===== config.mk =====
export PLATFORM = sky130hd
export DESIGN_NAME = dmem_arbiter
export DESIGN_NICKNAME = d
export VERILOG_FILES = /design/src/rtl/dmem_arbiter.sv
export SDC_FILE = /design/constraint.sdc
export NUM_CORES = 1
export LEC_CHECK = 0
export CAP_MARGIN = 20
export CORE_AREA = 5 5 127 129
export DETAILED_ROUTE_END_ITERATION = 10
export DIE_AREA = 0 0 132 134
export GPL_TIMING_DRIVEN = 0
export MAX_ROUTING_LAYER = met4
export PLACE_DENSITY = 0.78
export SETUP_SLACK_MARGIN = 0.1
export SLEW_MARGIN = 20
export SYNTH_ARGS = -nofsm -noshare
export SYNTH_HDL_FRONTEND = slang
export SYNTH_SLANG_ARGS = --single-unit
export TNS_END_PERCENT = 5

===== constraint.sdc =====
create_clock -name clk -period 5.04 [get_ports clk]
set_clock_uncertainty 0.1 [all_clocks]
set_input_delay 1.008 -clock clk [delete_from_list [all_inputs] [get_ports clk]]
set_output_delay 1.008 -clock clk [all_outputs]
set_load 0.05 [all_outputs]

===== src/rtl/dmem_arbiter.sv =====
// Two-port data-memory arbiter: one transaction in flight, round-robin or fixed
// priority, access validation, and sign/zero handling left to the memory via m_memop.
module dmem_arbiter #(
  parameter bit RR_EN = 1'b1
) (
  input  logic        clk,
  input  logic        rst,
  input  logic        req0,
  input  logic        req1,
  input  logic        we0,
  input  logic        we1,
  input  logic [2:0]  memop0,
  input  logic [2:0]  memop1,
  input  logic [16:0] addr0,
  input  logic [16:0] addr1,
  input  logic [31:0] wdata0,
  input  logic [31:0] wdata1,
  output logic        ack0,
  output logic        ack1,
  output logic        err0,
  output logic        err1,
  output logic [31:0] rdata0,
  output logic [31:0] rdata1,
  output logic [2:0]  m_memop,
  output logic [31:0] m_data,
  output logic [16:0] m_rdaddr,
  output logic [16:0] m_wraddr,
  output logic        m_wren,
  input  logic [31:0] m_dataout
);

  localparam logic [1:0] IDLE   = 2'd0;
  localparam logic [1:0] ACCESS = 2'd1;
  localparam logic [1:0] RWAIT  = 2'd2;
  localparam logic [1:0] DONE   = 2'd3;

  typedef struct packed {
    logic        we;
    logic [2:0]  memop;
    logic [16:0] addr;
    logic [31:0] wdata;
  } req_t;

  logic [1:0] state;
  logic       gnt, last_gnt, err_q, we_q;
  logic       sel, bad;
  req_t       s;

  // Both requesting: RR picks the port not served last, fixed picks port 0.
  assign sel = req1 && (!req0 || (RR_EN && !last_gnt));

  always_comb begin
    s = sel ? {we1, memop1, addr1, wdata1} : {we0, memop0, addr0, wdata0};
    bad = 1'b0;
    case (s.memop)
      3'b011, 3'b110, 3'b111: bad = 1'b1;
      3'b100:                 bad = s.we;
      3'b101:                 bad = s.we | s.addr[0];
      3'b001:                 bad = s.addr[0];
      3'b010:                 bad = |s.addr[1:0];
      default:                bad = 1'b0;
    endcase
  end

  always_ff @(posedge clk) begin
    if (rst) begin
      state    <= IDLE;
      gnt      <= 1'b0;
      last_gnt <= 1'b1;
      err_q    <= 1'b0;
      we_q     <= 1'b0;
      m_memop  <= 3'b000;
      m_data   <= '0;
      m_rdaddr <= '0;
      m_wraddr <= '0;
      m_wren   <= 1'b0;
      rdata0   <= '0;
      rdata1   <= '0;
    end else begin
      case (state)
        IDLE: if (req0 || req1) begin
          gnt      <= sel;
          last_gnt <= sel;
          err_q    <= bad;
          we_q     <= s.we;
          // Rejected requests never touch the memory-side registers.
          if (bad) state <= DONE;
          else begin
            state    <= ACCESS;
            m_memop  <= s.memop;
            m_rdaddr <= s.addr;
            m_wraddr <= s.addr;
            m_data   <= s.wdata;
            m_wren   <= s.we;
          end
        end
        ACCESS: begin
          m_wren <= 1'b0;
          state  <= we_q ? DONE : RWAIT;
        end
        RWAIT: begin
          if (gnt) rdata1 <= m_dataout;
          else     rdata0 <= m_dataout;
          state <= DONE;
        end
        default: state <= IDLE;
      endcase
    end
  end

  assign ack0 = (state == DONE) && !gnt;
  assign ack1 = (state == DONE) && gnt;
  assign err0 = ack0 && err_q;
  assign err1 = ack1 && err_q;

endmodule


[Yosys cells after proc, flatten, opt, wreduce, memory -nomap -nowiden]
Index checks and enable logic that the tools add are counted.
Storage, ports and cells
  flip-flop bits (word level): 123
  bits of input ports: 142
  output and inout bits: 138
  word-level logic and storage cells: 54
Operators by class
  eq/ne operators: 12
  multiplexer cells: 9
  bitwise gates (word level): 3
  reduce and logical (&&, ||, !) cells: 19
Operators by type and width (number)
  $mux 53: 1
  $eq 3x3->1 const B: 4
  $eq 3x2->1 const B: 2
  $pmux 2 s3: 1
  $reduce_and 2->1: 3
  $reduce_and 3->1: 2
  $logic_and 1x1->1: 5
  $pmux 1 s5: 1
  $eq 2x2->1 const B: 2
  $mux 2: 2
  $ne 2x2->1 const B: 2
  $eq 3x1->1 const B: 1
  $logic_not 1->1: 3
  $mux 1: 3
  $reduce_or 3->1: 1
  $eq 2x1->1 const B: 1
  $logic_not 2->1: 1
  $logic_or 1x1->1: 2
  $not 1->1: 2
  $pmux 1 s2: 1
  $reduce_bool 2->1: 1
  $reduce_or 2->1: 1
  $or 1x1->1: 1

[Depth between registers and ports, before layout]
Gate-level depths: netlist (run 1).
  word-level depth: 10
  mapped depth: 7
  mapped depth without buffers: 6

[Least setup slack after synthesis (run 1)]
No wires, ideal clock.
  kind: register to output
  from: reg state[0]
  to: out err0
  arrival time: 1.830 ns
  data required time: 3.932 ns
  slack: 2.102 ns
  stages on the path, launching flop included: 4
  buffers on the path: 0
  path through: dfxtp_1 > ha_1 > nor2b_1 > and2_1
Between the ends
  cells in the longest elaborated chain, start to end: 3
Ends and longest elaborated chain
  start: declaration: line 44  | logic [1:0] state;
  start signal: assignment: line 99  | state <= we_q ? DONE : RWAIT;
  $eq 2x2->1: line 111  | assign ack0 = (state == DONE) && !gnt;
  $logic_and 1x1->1: line 111
  net ack0: line 18  | output logic ack0,
  $logic_and 1x1->1: line 113  | assign err0 = ack0 && err_q;
  end: declaration: line 20  | output logic err0,
The timed path passes the listed nets, and every way through them passes these cells.

[Final worst setup path (run 1)]
  from: reg state[0]
  to: out err0
Between the ends
  cells in the longest elaborated chain, start to end: 3
Ends and longest elaborated chain (line)
  $eq 2x2->1: 111
  $logic_and 1x1->1: 111
  $logic_and 1x1->1: 113
No other way between the ends.

==> results of run 1 <==
==> cells in the final DEF, fill, tap and decap left out, types with 18 or more instances in the layout <==
cell             Yosys  final
mux2_4              50     50
nor2_1              58     58
nand2_1            129    129
mux2i_1             53     53
a21oi_1             68     68
clkdlybuf4s50_1      0    278
dfxtp_1            123    123
nor2b_1             54     54
buf_4               18     18
clkbuf_1            30     32
==> sequential cells by signal (all words and copies together) (netlist names) <==
name,cells
m_data,32
last_gnt,1
m_wren,1
gnt,1
we_q,1
m_memop,3
rdata1,32
m_wraddr,17
rdata0,32
state,2
err_q,1
==> critical path: stages (launching register included) <==
cell,delay [ns]
dfxtp_1,0.41
ha_1,0.22
nor2b_1,0.17
and2_1,0.14
clkdlybuf4s50_1,0.80
==> worst max-delay path by stage <==
| stage | start | endpoint | cells after the start |
|---|---|---|---|
| global placement | req1 | m_data[9] | 8 |
| detailed placement | req1 | m_data[10] | 8 |
| finish | state[0] | err0 | 4 |
| CTS | state[0] | err0 | 4 |
| global route | state[1] | err0 | 4 |
| floorplan | state[0] | err0 | 3 |
==> final cells by class <==
class	count	area share, %
multi-input cells	448	31.5
repair buffers	278	29.8
flip-flops and latches	123	26.3
clock buffers	19	4.63
plain buffers	62	3.70
well taps	188	2.52
clock inverters	13	1.43
inverters	3	0.120
==> metrics by stage <==
step / power (W) / worst slack, ns / cell area [sq um] / utilization, %
floorplan: 0.00245 / 2.10 / 5760 / -
global route: 0.00438 / 1.64 / 9350 / 62.6
detailed placement: 0.00306 / 1.72 / 8780 / 58.8
global placement: 0.00304 / 1.72 / 8780 / 58.8
CTS: 0.00424 / 1.74 / 9350 / 62.6
finish: 0.00420 / 1.79 / 9350 / 62.6
==> routing by layer <==
layer  vias up  share of wire (%)
li1       2674                  -
met1      2512                 42
met2       168                 50
met3        34                5.0
met4         0                3.0
met5         -                  0
==> power breakdown <==
part | internal [W] | switching, W | leakage [nW] | total [W]
logic | 0.000723 | 0.00108 | 2.41 | 0.00180
clock network | 0.000690 | 0.000476 | 0.274 | 0.00117
registers | 0.00114 | 0.0000976 | 1.00 | 0.00123
==> kinds of logic after synthesis <==
group,count (synthesis),synth area share [%]
simple gates,258,19.9
flops,123,42.7
mux,106,22.8
compound gates,79,7.30
buf+inv,65,6.19
fa+ha+maj,5,1.09
==> flow_metrics.env, run 1 <==
export IMPL_drt_iter0_markers=247
export IMPL_fmax_ghz=0.308
export IMPL_start_kind="flop"
export IMPL_gr_total_overflow=0
export IMPL_die_area_sq_mm=0.0177
export IMPL_worstHoldEndpoint="rdata1[18]"
export IMPL_holdWs_ns=0.352
export IMPL_n_antenna_cell=0
export IMPL_routabilityCongestion=0.825
export IMPL_yosysWarnings=0
export IMPL_use_met3_pct=5.06
export IMPL_setup_viol=0
export IMPL_yosys_area_top_type_share_pct=42.7
export IMPL_period_share_pct=64.5
export IMPL_fillers=1239
export IMPL_yosys_most_used_dff="dfxtp_1"
export IMPL_synth_commonest_cells="129 x nand2_1, 123 x dfxtp_1, 68 x a21oi_1"
export IMPL_die_w_um=132
export IMPL_dpl_hpwl_um=14400
export IMPL_cts_root_buf="clkbuf_16"
export IMPL_dp_cells=1102
export IMPL_drcViolationCount=0
export IMPL_cts_inserted_buffers=17
export IMPL_vias=5388
export IMPL_instances_no_fill=1134
export IMPL_h_tree_depth=4
export IMPL_grt_first_pass_wirelength_um=28300
export IMPL_multi_input_area_sq_mm=0.00294
export IMPL_critPathRequiredTime_ns=3.93
export IMPL_syn_nets=783
export IMPL_finalCriticalPeriod_ns=3.25
export IMPL_use_met2_pct=34.3
export IMPL_yosysMostFrequentCell="nand2_1"
export IMPL_synthesis_instances=636
export IMPL_rr_worst_depth=7
export IMPL_antenna_found_initial=0
export IMPL_nets=1080
export IMPL_synth_cell_types=31
export IMPL_rows=45
export IMPL_tns_ns=0
export IMPL_yosys_top_cells_area="dfxtp_1 43%, mux2_4 13%, mux2i_1 9.2%"
export IMPL_synth_area_leader_cell="dfxtp_1"
export IMPL_slew_viol_final=0
export IMPL_cts_num_sinks=123
export IMPL_rr_startpoint="state[0]"
export IMPL_worstReg2RegEnd="m_wraddr[9]"
export IMPL_synth_edf_count=0
export IMPL_mappedNetlistArea_sq_mm=0.00576
export IMPL_power_density_mw_per_mm2=450
export IMPL_path_class="flop to primary output"
export IMPL_post_drt_wl_per_cell_um=16.4
export IMPL_cp_max_fo=5
export IMPL_crit_path_end_kind="primary output"
export IMPL_via_per_inst=4.75
export IMPL_grt_met1_usage_pct=24.5
export IMPL_async_flop_share_pct=0
export IMPL_seq_area_sq_mm=0.00246
export IMPL_portBuffers=278
export IMPL_wl_um=18600
export IMPL_ir_worst_vdd_mv=0.256
export IMPL_ios=280
export IMPL_post_cts_buffers=0
export IMPL_drv_cap=0
export IMPL_hold_class="flop to flop"
export IMPL_area_growth_pct=62.2
export IMPL_syn_avg_cell_area_sq_um=9.06
export IMPL_clockBufferDepth=2
export IMPL_start_util_pct=38.6
export IMPL_path_clk_slew_ns=0.06
export IMPL_grt_usage_pct=20.7
export IMPL_hold_depth=2
export IMPL_leakagePower_nw=3.68
export IMPL_tightest_slew_ns=0.597
export IMPL_core_area_sq_mm=0.0149
export IMPL_cts_resized=0
export IMPL_drive_gt1_share_pct=11.8
export IMPL_die_h_um=134
export IMPL_grt_pass1_vias=5214
export IMPL_detail_route_antenna_nets=0
export IMPL_ys_ff_latch=123
export IMPL_grt_busiest_layer="met2"
export IMPL_cts_tree="yes"
export IMPL_relSlewSlack_pct=60.2
export IMPL_firstDrtPassIters=4
export IMPL_hold_buffers=0
export IMPL_ys_seq_area_share_pct=42.7
export IMPL_grt_start_max_net_pins=17
export IMPL_status="finished clean"
export IMPL_rsz0062_at_grt="false"
export IMPL_r2r_slack_ns=2.76
export IMPL_arrival_ns=2.14
export IMPL_hold_violations=0
export IMPL_min_from="rdata1[18]"
export IMPL_worstSkewPairLatency_ns=0.41
Power figures use the tool's default switching activity.
==> run 2, diff against run 1 <==
==> constraint.sdc (replaced) <==
create_clock -name clk -period 3.15 [get_ports clk]
set_clock_uncertainty 0.1 [all_clocks]
set_input_delay 0.63 -clock clk [delete_from_list [all_inputs] [get_ports clk]]
set_output_delay 0.63 -clock clk [all_outputs]
set_load 0.05 [all_outputs]
==> results of run 2 <==
The final DEF is identical to that of run 1. Status: finished clean.
Main changes from that run: setup slack after placement 1.72 ns -> 0.205 ns; setup slack after layout 1.79 ns -> 0.278 ns; register-to-register setup slack 2.76 ns -> 0.87 ns; total power 0.00420 W -> 0.00672 W; worst IR drop on VDD 0.256 mV -> 0.410 mV
